**config.mk**
```make
export PLATFORM = sky130hd
export DESIGN_NAME = pipeline_trace_buffer
export DESIGN_NICKNAME = d
export VERILOG_FILES = /design/src/rtl/pipeline_trace_buffer.sv
export SDC_FILE = /design/constraint.sdc
export NUM_CORES = 1
export LEC_CHECK = 0
export CAP_MARGIN = 20
export CELL_PAD_IN_SITES_DETAIL_PLACEMENT = 0
export CELL_PAD_IN_SITES_GLOBAL_PLACEMENT = 1
export CORE_ASPECT_RATIO = 0.7
export CORE_MARGIN = 3
export CORE_UTILIZATION = 25
export DETAILED_ROUTE_END_ITERATION = 7
export DONT_BUFFER_PORTS = 1
export PLACE_DENSITY_LB_ADDON = 0.1
export SETUP_SLACK_MARGIN = 0.4
export SLEW_MARGIN = 40
export SYNTH_ARGS = -nofsm -noshare
export SYNTH_HDL_FRONTEND = slang
export SYNTH_SLANG_ARGS = --single-unit
export TNS_END_PERCENT = 1
```
**constraint.sdc**
```tcl
create_clock -name clk -period 6.6 [get_ports clk]
set_input_delay 1.32 -clock clk [delete_from_list [all_inputs] [get_ports clk]]
set_output_delay 1.32 -clock clk [all_outputs]
set_load 0.02 [all_outputs]
```
**src/rtl/pipeline_trace_buffer.sv**
```systemverilog
// Trace capture buffer for the 5-stage pipeline.
// Samples a TRACE_W slice into a circular buffer while armed, stops a
// programmable number of samples after a masked trigger match, then drains
// the captured window oldest-first over a valid/ready port.
module pipeline_trace_buffer #(
    parameter int TRACE_W = 32,
    parameter int DEPTH   = 16,
    parameter int CNT_W   = $clog2(DEPTH) + 1
) (
    input  logic               clk,
    input  logic               rst,
    input  logic               arm,
    input  logic               abort,
    input  logic               sample_en,
    input  logic [TRACE_W-1:0] trace_in,
    input  logic [TRACE_W-1:0] trig_ref,
    input  logic [TRACE_W-1:0] trig_mask,
    input  logic [CNT_W-1:0]   post_count,
    input  logic               rd_ready,
    output logic               rd_valid,
    output logic [TRACE_W-1:0] rd_data,
    output logic               rd_last,
    output logic [1:0]         state,
    output logic               triggered,
    output logic [CNT_W-1:0]   entries
);
    localparam int AW = $clog2(DEPTH);
    localparam logic [CNT_W-1:0] DEPTH_C  = CNT_W'(DEPTH);
    localparam logic [CNT_W-1:0] POST_MAX = CNT_W'(DEPTH - 1);

    typedef enum logic [1:0] {
        IDLE  = 2'd0,
        ARMED = 2'd1,
        POST  = 2'd2,
        DRAIN = 2'd3
    } state_t;

    state_t curState, nextState;

    logic [TRACE_W-1:0] mem [DEPTH];
    logic [AW-1:0]      wrPtr, rdPtr;
    logic [CNT_W-1:0]   postCnt, remaining;
    logic [CNT_W-1:0]   entriesInc, postLoad;
    logic               trigMatch, doWrite, doArm, doRead, trigHit, enterDrain;

    // Next-state decode and per-cycle action strobes
    always_comb begin
        nextState  = curState;
        doWrite    = 1'b0;
        doArm      = 1'b0;
        doRead     = 1'b0;
        trigHit    = 1'b0;
        trigMatch  = ((trace_in ^ trig_ref) & trig_mask) == '0;
        postLoad   = (post_count > POST_MAX) ? POST_MAX : post_count;
        entriesInc = (entries == DEPTH_C) ? entries : entries + 1'b1;
        if (abort) begin
            nextState = IDLE;
        end else begin
            case (curState)
                IDLE: begin
                    if (arm) begin
                        doArm     = 1'b1;
                        nextState = ARMED;
                    end
                end
                ARMED: begin
                    if (sample_en) begin
                        doWrite = 1'b1;
                        if (trigMatch) begin
                            trigHit   = 1'b1;
                            nextState = (postLoad == '0) ? DRAIN : POST;
                        end
                    end
                end
                POST: begin
                    if (sample_en) begin
                        doWrite = 1'b1;
                        if (postCnt == CNT_W'(1)) nextState = DRAIN;
                    end
                end
                DRAIN: begin
                    if (rd_ready) begin
                        doRead = 1'b1;
                        if (remaining == CNT_W'(1)) nextState = IDLE;
                    end
                end
                default: nextState = IDLE;
            endcase
        end
        enterDrain = (nextState == DRAIN) && (curState != DRAIN);
    end

    // State register
    always_ff @(posedge clk or posedge rst) begin
        if (rst) curState <= IDLE;
        else     curState <= nextState;
    end

    // Pointers, counters and trigger flag
    always_ff @(posedge clk or posedge rst) begin
        if (rst) begin
            wrPtr     <= '0;
            rdPtr     <= '0;
            entries   <= '0;
            postCnt   <= '0;
            remaining <= '0;
            triggered <= 1'b0;
        end else begin
            if (doArm) begin
                wrPtr     <= '0;
                entries   <= '0;
                triggered <= 1'b0;
            end
            if (doWrite) begin
                wrPtr   <= wrPtr + AW'(1);
                entries <= entriesInc;
            end
            if (trigHit) begin
                triggered <= 1'b1;
                postCnt   <= postLoad;
            end else if (doWrite && curState == POST) begin
                postCnt <= postCnt - 1'b1;
            end
            // DRAIN is only entered on a write cycle, so the post-write
            // occupancy and write pointer set the window start.
            if (enterDrain) begin
                rdPtr     <= (entriesInc < DEPTH_C) ? '0 : wrPtr + AW'(1);
                remaining <= entriesInc;
            end
            if (doRead) begin
                rdPtr     <= rdPtr + AW'(1);
                remaining <= remaining - 1'b1;
            end
        end
    end

    // Sample storage; contents are don't-care after reset
    always_ff @(posedge clk) begin
        if (doWrite) mem[wrPtr] <= trace_in;
    end

    assign state    = curState;
    assign rd_valid = (curState == DRAIN);
    assign rd_last  = rd_valid && (remaining == CNT_W'(1));
    assign rd_data  = mem[rdPtr];

endmodule

```
# Yosys cells after proc, flatten, opt, wreduce, memory -nomap -nowiden
# Memory sizes are Yosys's and may differ from the RTL's.
# Cells that the tools add are included.
dict set report word_totals {
  input_bits 107
  mem_count 1
  ramBits 512
  register_bits 26
}
# memory words width read_ports rd_ports_with_merged_regs wr line
set memory_table {}
lappend memory_table {mem 16 32 1 0 1 40} ;# logic [TRACE_W-1:0] mem [DEPTH];
dict set report classes {
  add_sub_neg 5
  bitwise_logic 2
  n_reduce_logical 11
  n_mux 40
  eq_ne 8
  order_cmp 2
}
# op n
set ops {}
lappend ops {{5-bit two-way mux} 8}
lappend ops {{32-bit AND} 1}
lappend ops {{32-bit zero test} 1}
lappend ops {{32-bit bitwise XOR} 1}
lappend ops {{4-bit two-way mux} 5}
lappend ops {{1-bit two-way mux} 18}
lappend ops {{2-bit two-way mux} 8}
lappend ops {{5-bit by 1-bit == test with 1-bit output (second input constant)} 2}
lappend ops {{5-bit by 1-bit subtractor with 5-bit output (second input constant)} 2}
lappend ops {{4-bit by 1-bit adder with 4-bit output (second input constant)} 2}
lappend ops {{2-bit case mux with 4 select lines} 1}
lappend ops {{2-bit nonzero test} 4}
lappend ops {{2-bit == test (second input constant)} 3}
lappend ops {{5-bit by 1-bit adder with 5-bit output (second input constant)} 1}
lappend ops {{5-bit == test (second input constant)} 1}
lappend ops {{5-bit by 4-bit > comparator with 1-bit output (second input constant)} 1}
lappend ops {{5-bit zero test} 1}
lappend ops {{5-bit less-than comparator (second input constant)} 1}
lappend ops {{1-bit logical AND} 3}
lappend ops {{2-bit by 1-bit == test with 1-bit output (second input constant)} 1}
lappend ops {{2-bit zero test} 1}
lappend ops {{2-bit inequality test (second input constant)} 1}
lappend ops {{2-bit OR reduction} 1}

# Logic depth before layout (Yosys ltp)
# Gate-level depths: netlist of the first run.
dict set report depth {
  word_depth 12
  depth_mapped 11
}

# Worst setup path before layout of the first run
# Ideal clock, no wire load.
dict set report synth_timing {
  path_kind {reg-to-output}
  from {register rdPtr[0]}
  to {output rd_data[0]}
  required_time_ns 5.280
  path_stages_with_launch 6
  n_path_buf 3
  slack_ns 3.134
  arrival_ns 2.146
  path_cell_list {dfrtp_1 clkbuf_1 clkbuf_1 buf_2 mux4_2 mux4_2}
}
dict set report synth_between {
  elab_chain_len 1
}
# item line
set synth_lines {}
lappend synth_lines {{from (decl)} 41} ;# logic [AW-1:0] wrPtr, rdPtr;
lappend synth_lines {{from (signal assigned)} 127} ;# rdPtr <= (entriesInc < DEPTH_C) ? '0 : wrPtr + AW'(1);
lappend synth_lines {{from (signal assigned)} 131} ;# rdPtr <= rdPtr + AW'(1);
lappend synth_lines {{memory 16 x 32 bit} -}
lappend synth_lines {{to (decl)} 21} ;# output logic [TRACE_W-1:0] rd_data,
# Every way passes these cells.

# Worst setup path after layout of the first run
dict set report layout_timing {
  from {register rdPtr[1]}
  to {output rd_data[20]}
}
# The elaborated chain is that of the path after synthesis.

==> results.md, run 1 <==
* Reg-to-reg critical path startpoint: state[1]
* Final setup viols at 0
* Top-count cell post-synth: edfxtp_1
* Synth top area share at 0.712
* Top_reg_cell synth: edfxtp_1
* CP Max Fanout at 41
* Vias at about 10,000
* Netlist Area Pre-Place at 21,600 µm²
* Unique masters post-synth at 54
* CTS Hold Bufs at 0
* Maximum clock rate at 220 MHz
* Placed Cells at around 2,100
* Ports at 149
* Slowest CP cell: dfrtp_4
* CP most frequent cell: mux4_2
* Worst R2R End: mem[5][25]
* Final Critical Period at 4540 ps
* Pwr dens at slightly below 300 nW/µm²
* Tcrit/Tclk final at 0.687
* Largest cells by area after synthesis: edfxtp_1 (71%), mux4_2 (17%), dfrtp_1 (3.0%), xor2_1 (1.5%), a22oi_1 (0.90%)
* Leading area contributor after synthesis: edfxtp_1
* Final cell count without fillers at 2,227
* Reg2reg setup slack at around 3200 ps
* Status: completed
* TritonCTS Buffers at 56
* Synth Register Bits at 538
* Cells along the critical path: buf_4 -> mux4_2 -> mux4_2
* Antenna Nets Post-Route at 0
* Largest net degree at the start of global routing at 77
* Post-route DRC violation count at 0
* Drt via density at 4.55
* CP delay by family, top: multiplexers
* 1st-iter DRT viols at 736
* Reg2reg path depth at 7
* Postcts setup bufs at 0
* Crit path kind: reg -> out
* Clock sinks at 538
* Slew HR at 0.350
* Final net count at 1,162
* Wire length per cell at approximately 30 µm
* P_leak at 0.00776 µW
* Grt ovf at 0
* Mean Syn Cell Area at 21.6 µm²
* Worst-skew pair later-pin latency at a little over 600 ps
* Area delta synth->final at 14.7%
* Layout cells sized above 1 at 0.259
* Async set or reset register ratio after synthesis at 0.0483
* Startpoint types: register
* Hold Vio Cnt, Final at 0
* Total GRT Usage at 0.147
* Critical Path End: rd_data[20]
* YS warnings at 0
* RSZ-0062 raised after global routing: false
* Resized cells post-CTS at 0
* Crit. End Element: primary output
* H-Tree Depth at 2
* Die height at 252 µm
* Worst Hold Slack at 553 ps
* Top cells by count, synth: edfxtp_1 (512), mux4_2 (160), xor2_1 (36), clkbuf_1 (28), nand2_1 (28)
* Critical path depth at 3
* Global-route wire length before repair at 91.5 mm
* Die area at 90,000 µm²
* Buf/Inv on CP at 1
* Register area share after synthesis at 0.742
* Clock transition at path regs at 60 ps
* CP arrival at 3220 ps
* Hold Path Depth at 2
* Post-route design area at 24,800 µm²
* Peak supply drop at 0.179 mV
* Die X at 357 µm
* Clock Path Buffers at 3
* Placed Area at 23,100 µm²
* Initial antenna violation count at 9
* Cell count after synthesis at 1,001
* Worst min path class: reg -> reg
* Vias in the first global route at approximately 11,000
* Critical path startpoint: rdPtr[1]
* Max-cap violations at 0
* Core area at ~85,000 µm²
* Starting Density at 0.254
* Site Rows at ~90
* Skew final at approximately 20 ps
* Max-slew violation count at 0
* Clk root buf: clkbuf_16
* IO buf count at 0
* Total Neg Setup Slack at 0 ps
* Synth Net Count at 1,123
* Total Wirelength at 65.4 mm
* Number of enable flip-flop cells after synthesis at 512
* Pre-antenna DRT Iters at 5
* Least-Margin Pin Slew at 972 ps
* HPWL Detailed at 39.2 mm
* Global placement routability congestion at between 0.7 and 0.8
* CP required at 5280 ps
* Worst path max stage delay at a little under 900 ps
* TritonCTS clock tree: done
flip-flops by register name, indices dropped and copies added (netlist names):
name,count
entries,5
mem,512
postCnt,5
rdPtr,4
remaining,5
state,2
triggered,1
wrPtr,4
worst register-to-register path, stage by stage (launching register included):
cell	delay, ps
dfrtp_1	580
inv_1	150
ha_1	340
and3_1	500
nand2_1	100
nor2_1	200
and2_2	600
buf_4	530
kinds of logic after synthesis:
kind of cell / synth area share
muxes: 0.168
xor gates and xnor gates: 0.0170
buffers and inverters: 0.0117
and+or+nand+nor: 0.0270
DFF: 0.742
adders and majority gates: 0.00869
AOI/OAI and AO/OA: 0.0249
power breakdown:
part           switching [µW]  internal [µW]  total, µW
Combinational             323            274        596
Clock                    1300           1630       2930
Sequential               44.0           3760       3810
cell usage in the layout, fill, tap and decap left out, drive strengths merged, types with 19 or more instances in the layout:
master and n:
mux4 160, a22oi 26, edfxtp 512, and2 20, dfrtp 26, buf 23
nand2 28, xor2 36, clkbuf 83, inv 19
final cells by class:
| type | count | area [µm²] |
|---|---|---|
| fill | 8276 | 60200 |
| clock buffer | 83 | 1530 |
| timing repair buffer | 23 | 210 |
| sequential | 538 | 16000 |
| tap | 1137 | 1420 |
| clock inverter | 17 | 96.3 |
| antenna | 8 | 20.0 |
| inverter | 20 | 80.1 |
| multi-input combinational | 401 | 5360 |
metrics by stage:
stage	util	power (µW)	setup slack [ps]
CTS	0.291	7460	1890
global placement	0.272	4510	2530
floorplan	-	4300	3130
finish	0.291	7330	2060
global route	0.291	7640	1890
detailed placement	0.272	4500	2510
how the worst min path moves through the flow:
stage / start / end / slack, ps
after global routing: postCnt[4] / postCnt[4] / 560
after global placement: postCnt[4] / postCnt[4] / 530
final: postCnt[4] / postCnt[4] / 550
after floorplan: postCnt[4] / postCnt[4] / 510
after CTS: postCnt[4] / postCnt[4] / 550
after detailed placement: postCnt[4] / postCnt[4] / 540
per-layer routing:
metal  vias up  routed length (µm)  track usage
met3        83                4770       0.0506
li1       4299                   -            -
met2       198               29300        0.223
met4        12                1160       0.0314
met1      5551               30100        0.203
met5         -                  77            0
(Power assumes the default switching activity.)
==> run 2, diff against run 1 <==
==> constraint.sdc (replaced) <==
create_clock -name clk -period 4.58 [get_ports clk]
set_input_delay 0.916 -clock clk [delete_from_list [all_inputs] [get_ports clk]]
set_output_delay 0.916 -clock clk [all_outputs]
set_load 0.02 [all_outputs]
==> results.md, run 2 (synthesized netlist as in run 1, its figures left out) <==
* Die height at 252 µm (unchanged)
* Die area at 90,000 µm² (unchanged)
* RSZ-0062 raised after global routing: false
* P_leak at 0.00802 µW (+3.2%)
* Max-slew violation count at 0 (unchanged)
* IO buf count at 0 (unchanged)
* Multi-input logic area at 5360 µm² (about the same)
* Wire length per cell at 29.3 µm (-0.40%)
* Reg-to-reg critical path startpoint: state[1]
* Number of fill cells at 8,220 (-0.68%)
* Worst Slack Setup Final at 712 ps (-1350 ps)
* CP delay by family, top: multiplexers
* NetSw at 2520 µW (+52%)
* Worst-skew pair later-pin latency at 640 ps (+30 ps)
* Largest net degree at the start of global routing at 43 (-44%)
* Max-cap violations at 0 (unchanged)
* Post-layout util at 0.297 (+0.00590)
* Layout cells sized above 1 at 0.285 (+0.0263)
* Reg2reg path depth at 7 (unchanged)
* Worst path max stage delay at 930 ps (+50 ps)
* Tcrit/Tclk final at 0.844
* Startpoint types: register
* Peak supply drop at 0.289 mV (+61%)
* Drt via density at 4.58 (+0.54%)
* Worst R2R End: mem[7][24]
* Dpl ws at 743 ps (-1770 ps)
* Initial antenna violation count at 11 (+2)
* Vias in the first global route at 10,656 (-1.0%)
* Max reg flops at 512 (unchanged)
* Clock power frac at 0.429 (+0.030)
* Worst min path class: in -> async
* Commonest cells after routing, fill and taps aside: edfxtp_1 (512), mux4_2 (160), clkbuf_16 (59), xor2_1 (34), nand2_1 (28)
* Global-route wire length before repair at 90.7 mm (-0.87%)
* Area delta synth->final at 17.0%
* CP most frequent cell: mux4_2
* Combinational power share at 0.078 (-0.003)
* CP arrival at 2950 ps (-270 ps)
* Core area at 85,000 µm² (unchanged)
* Clk root buf: clkbuf_16
* Cells along the critical path: buf_4 -> mux4_2 -> mux4_2
* Crit. End Element: primary output
* TritonCTS clock tree: done
* Hold Vio Cnt, Final at 0 (unchanged)
* Antenna Nets Post-Route at 0 (unchanged)
* Slowest CP cell: dfrtp_4
* Total Neg Setup Slack at 0 ps (unchanged)
* Total GRT Usage at 0.146 (-0.000917)
* Reg2reg setup slack at 1410 ps (-1780 ps)
* HPWL Detailed at 40.4 mm (+3.1%)
* Final net count at 1,179 (+1.5%)
* Register area at 16,000 µm² (unchanged)
* Clock sinks at 538 (unchanged)
* Postcts setup bufs at 0 (unchanged)
* TritonCTS Buffers at 58 (+3.6%)
* Skew final at 27.3 ps (+7.05 ps)
* Clock transition at path regs at 70 ps (about the same)
* Die X at 357 µm (unchanged)
* Pwr dens at 442 nW/µm² (+49%)
* Switching Fraction at 0.226 (-0.000656)
* Global placement routability congestion at 0.706 (-3.0%)
* Total Wirelength at 65.8 mm (+0.54%)
* Crit path kind: reg -> out
* Maximum clock rate at ~260 MHz
* Pre-antenna DRT Iters at 5 (unchanged)
* Resized cells post-CTS at 0 (unchanged)
* Buf/Inv on CP at 1 (unchanged)
* Grt ovf at 0 (unchanged)
* Site Rows at 89 (unchanged)
* Vias at 10,294 (+1.5%)
* Final Critical Period at a little under 4000 ps
* CP required at 3660 ps (-1620 ps)
* 1st-iter DRT viols at 819 (+11%)
* CTS Hold Bufs at 0 (unchanged)
* Clock Path Buffers at 3 (unchanged)
* Final setup viols at 0 (unchanged)
* Worst Hold Slack at 287 ps (-266 ps)
* Starting Density at 0.254 (unchanged)
* Post-route design area at 25,300 µm² (+2.0%)
* Least-Margin Pin Slew at 868 ps (-104 ps)
* Placed Area at 23,300 µm² (+0.94%)
* Post-route DRC violation count at 0 (unchanged)
* Most common cell after layout, fill and taps aside: edfxtp_1
* H-Tree Depth at 2 (unchanged)
* Slew HR at 0.419 (+0.0696)
* Status: completed
* Largest Register: mem
* Seq pwr share at 0.493 (-0.026)
* P_int at 8630 µW (+52%)
* Ports at 149 (unchanged)
* CP Max Fanout at 42 (+2.4%)
run 2: cell count changes in the layout (fill, tap and decap cells not counted), moves of 2 or more:
| cell | before | now |
|---|---|---|
| and2_4 | 4 | 1 |
| clkinv_2 | 5 | 13 |
| diode_2 | 8 | 6 |
| clkbuf_1 | 25 | 7 |
| buf_12 | 3 | 12 |
| clkbuf_16 | 57 | 59 |
| clkinvlp_4 | 0 | 2 |
| buf_4 | 20 | 26 |
| bufinv_16 | 1 | 8 |
| clkinv_1 | 11 | 17 |
| and2_2 | 13 | 16 |
| inv_6 | 0 | 2 |
run 2: power groups by stage:
stage / registers [µW] / logic (µW) / clock network (µW)
after CTS: 5500 / 906 / 4950
final: 5500 / 873 / 4780
after global placement: 5610 / 906 / 0
after floorplan: 5550 / 646 / 0
after detailed placement: 5610 / 903 / 0
after global routing: 5510 / 944 / 5130
run 2: area by class of cell:
type	instances	share of cell area
inverter	20	0.00302
clock buffer	66	0.0595
timing repair buffer	38	0.0172
multi-input combinational	401	0.212
sequential	538	0.635
tap	1137	0.0563
clock inverter	42	0.0165
antenna	6	0.000594
run 2: worst reg2reg max path: cells and delay by family, from the launching register on:
family                     cells  cell delay, ps
and+or+nand+nor                4            1400
adders and majority gates      1             310
buffers and inverters          2             560
DFF                            1             580
run 2: worst max path at each step:
| stage | end | startpoint | slack, ps | depth (start not counted) |
|---|---|---|---|---|
| after floorplan | rd_data[0] | rdPtr[0] | 1520 | 5 |
| after global placement | rdPtr[2] | trig_ref[16] | 820 | 9 |
| after detailed placement | rdPtr[2] | trig_ref[16] | 740 | 9 |
| after CTS | rd_data[26] | rdPtr[0] | 590 | 3 |
| after global routing | rd_data[26] | rdPtr[0] | 530 | 3 |
| final | rd_data[26] | rdPtr[1] | 710 | 3 |
run 2: routing by layer:
| metal | vias to the layer above | share of wire | GRT usage |
|---|---|---|---|
| met1 | 5612 | 0.45 | 0.200 |
| met5 | - | 0.0012 | 0 |
| li1 | 4338 | - | - |
| met2 | 238 | 0.45 | 0.221 |
| met3 | 94 | 0.077 | 0.0511 |
| met4 | 12 | 0.021 | 0.0365 |
run 2: through the flow:
step	total power, µW	cells
final	11200	2248
after global routing	11600	2242
after CTS	11400	2242
after detailed placement	6510	2134
after global placement	6520	2134
after floorplan	6200	1001
==> run 3, diff against run 2 <==
==> constraint.sdc (replaced) <==
create_clock -name clk -period 3.7 [get_ports clk]
set_input_delay 0.74 -clock clk [delete_from_list [all_inputs] [get_ports clk]]
set_output_delay 0.74 -clock clk [all_outputs]
set_load 0.02 [all_outputs]
==> results.md, run 3 (synthesized netlist as in run 1, its figures left out) <==
* Status: completed
* Total Neg Setup Slack at 0 ps (unchanged)
* Combinational power share at 0.093 (+0.015)
* Largest Register: mem
* P_leak at 0.00833 µW (+3.9%)
* Clock sinks at 538 (unchanged)
* Worst-skew pair later-pin latency at 620 ps (-20 ps)
* Worst Hold Slack at 3.89 ps (-283 ps)
* Number of fill cells at 8,160 (-0.73%)
* Maximum clock rate at 295 MHz
* Pre-antenna DRT Iters at 5 (unchanged)
* Starting Density at 0.254 (unchanged)
* P_int at 10,700 µW (+24%)
* Clock Path Buffers at 3 (unchanged)
* Slew HR at 0.395 (-0.0242)
* Design Power at 14,000 µW (+25%)
* Hold Vio Cnt, Final at 0 (unchanged)
* Vias in the first global route at 10,962 (+2.9%)
* Total GRT Usage at 0.154 (+0.00792)
* Core area at 85,000 µm² (unchanged)
* Die height at 252 µm (unchanged)
* HPWL Detailed at 40.8 mm (+1.1%)
* Clock power frac at 0.422 (-0.007)
* IO buf count at 0 (unchanged)
* RSZ-0062 raised after global routing: true
* Wire length per cell at 30.7 µm (+4.8%)
* Reg2reg path depth at 7 (unchanged)
* Ports at 149 (unchanged)
* Vias at 10,493 (+1.9%)
* CP required at 2960 ps (-700 ps)
* Initial antenna violation count at 11 (unchanged)
* Slowest CP cell: mux4_2
* Seq pwr share at 0.484 (-0.009)
* Worst min path class: in -> async
* CTS Hold Bufs at 0 (unchanged)
* Worst path max stage delay at 640 ps (-290 ps)
* Pwr dens at 538 nW/µm² (+22%)
* TritonCTS Buffers at 57 (-1.7%)
* CP most frequent cell: mux4_2
* Antenna Nets Post-Route at 0 (unchanged)
* H-Tree Depth at 2 (unchanged)
* Post-route DRC violation count at 0 (unchanged)
* TritonCTS clock tree: done
* Grt ovf at 0 (unchanged)
* Clk root buf: clkbuf_16
* Most common cell after layout, fill and taps aside: edfxtp_1
* Crit path kind: reg -> out
* Multi-input logic area at 5340 µm² (-0.21%)
* Final net count at 1,205 (+2.2%)
* Final setup viols at 0 (unchanged)
* 1st-iter DRT viols at 825 (+0.73%)
* Reg2reg setup slack at 950 ps (-460 ps)
* Startpoint types: register
* Register area at 16,000 µm² (unchanged)
* Total Wirelength at 69.6 mm (+5.9%)
* Max-slew violation count at 0 (unchanged)
* Peak supply drop at 0.364 mV (+26%)
* Placed Cells at 2,144 (+0.47%)
* Skew final at 15.1 ps (-12.2 ps)
* Clock transition at path regs at 70 ps (about the same)
* Reg-to-reg critical path startpoint: state[0]
* Die X at 357 µm (unchanged)
* CP arrival at 2650 ps (-300 ps)
* Largest net degree at the start of global routing at 45 (+4.7%)
* Max reg flops at 512 (unchanged)
* Final Critical Period at approximately 3400 ps
* Least-Margin Pin Slew at 904 ps (+36.2 ps)
* Tcrit/Tclk final at 0.918
* NetSw at 3230 µW (+28%)
* Commonest cells after routing, fill and taps aside: edfxtp_1 (512), mux4_2 (160), clkbuf_16 (62), xor2_1 (34), buf_12 (29)
* Die area at 90,000 µm² (unchanged)
* Global-route wire length before repair at 94.8 mm (+4.6%)
* Cells along the critical path: buf_12 -> buf_16 -> mux4_2 -> mux4_2
* Final cell count without fillers at 2,270 (+0.98%)
* Global placement routability congestion at 0.712 (+0.92%)
* Layout cells sized above 1 at 0.302 (+0.0173)
* Worst R2R End: mem[6][31]
* Site Rows at 89 (unchanged)
* Drt via density at 4.62 (+0.95%)
* Switching Fraction at 0.232 (+0.00543)
* Crit. End Element: primary output
* Max-cap violations at 0 (unchanged)
* Area delta synth->final at 20.3%
* Worst Slack Setup Final at 305 ps (-407 ps)
* Dpl ws at 319 ps (-424 ps)
* CP Max Fanout at 10 (-76%)
run 3: cell count changes in the layout (fill, tap and decap cells not counted), sizes merged:
| cell | change |
|---|---|
| buf | +21 |
| clkbuf | +4 |
| diode | -4 |
| clkinv | -2 |
| bufbuf | +1 |
| clkinvlp | +1 |
| inv | +1 |
run 3: critical path: cells and delay by family, from the launching register on:
family / cells / cell delay [ps]
flops: 1 / 450
mux: 2 / 1180
buf+inv: 2 / 390
run 3: cell type report:
type,count,share of cell area
Timing Repair Buffer,65,0.0457
Multi-Input combinational cell,401,0.206
Clock inverter,42,0.0169
Clock buffer,65,0.0561
Tap cell,1137,0.0548
Antenna cell,2,0.000193
Sequential cell,538,0.618
Inverter,20,0.00294
run 3: through the flow:
step | area, µm² | util
after floorplan | 21600 | -
after global placement | 23600 | 0.278
after detailed placement | 23600 | 0.278
after CTS | 25800 | 0.304
after global routing | 26000 | 0.306
final | 26000 | 0.306
run 3: worst max path at each step:
stage / from / end / slack [ps]
finish: rdPtr[0] / rd_data[20] / 310
global route: rdPtr[0] / rd_data[20] / 240
CTS: rdPtr[0] / rd_data[20] / 240
detailed placement: trig_ref[14] / rdPtr[2] / 320
global placement: trig_ref[14] / rdPtr[2] / 250
floorplan: rdPtr[0] / rd_data[0] / 810
run 3: metal layers:
layer | up-vias | global-route usage | wire [µm]
li1 | 4388 | - | -
met1 | 5766 | 0.216 | 32000
met2 | 241 | 0.234 | 31500
met3 | 80 | 0.0509 | 4990
met4 | 18 | 0.0293 | 1040
met5 | - | 0 | 121
run 3: power groups by stage:
| stage | registers (µW) | clock network [µW] | logic [µW] |
|---|---|---|---|
| 2_1_floorplan | 6870 | 0 | 800 |
| 3_5_place_dp | 6890 | 0 | 1160 |
| 3_3_place_gp | 6900 | 0 | 1160 |
| 5_1_grt | 6770 | 6350 | 1400 |
| 4_1_cts | 6770 | 6100 | 1310 |
| 6_report | 6760 | 5890 | 1300 |
run 3: timing repair:
item                                    in CTS  in global routing
gates cloned                                 8                  5
endpoints found under the setup margin      32                 32
resized for setup                           12                  0
buffers inserted                             4                  0
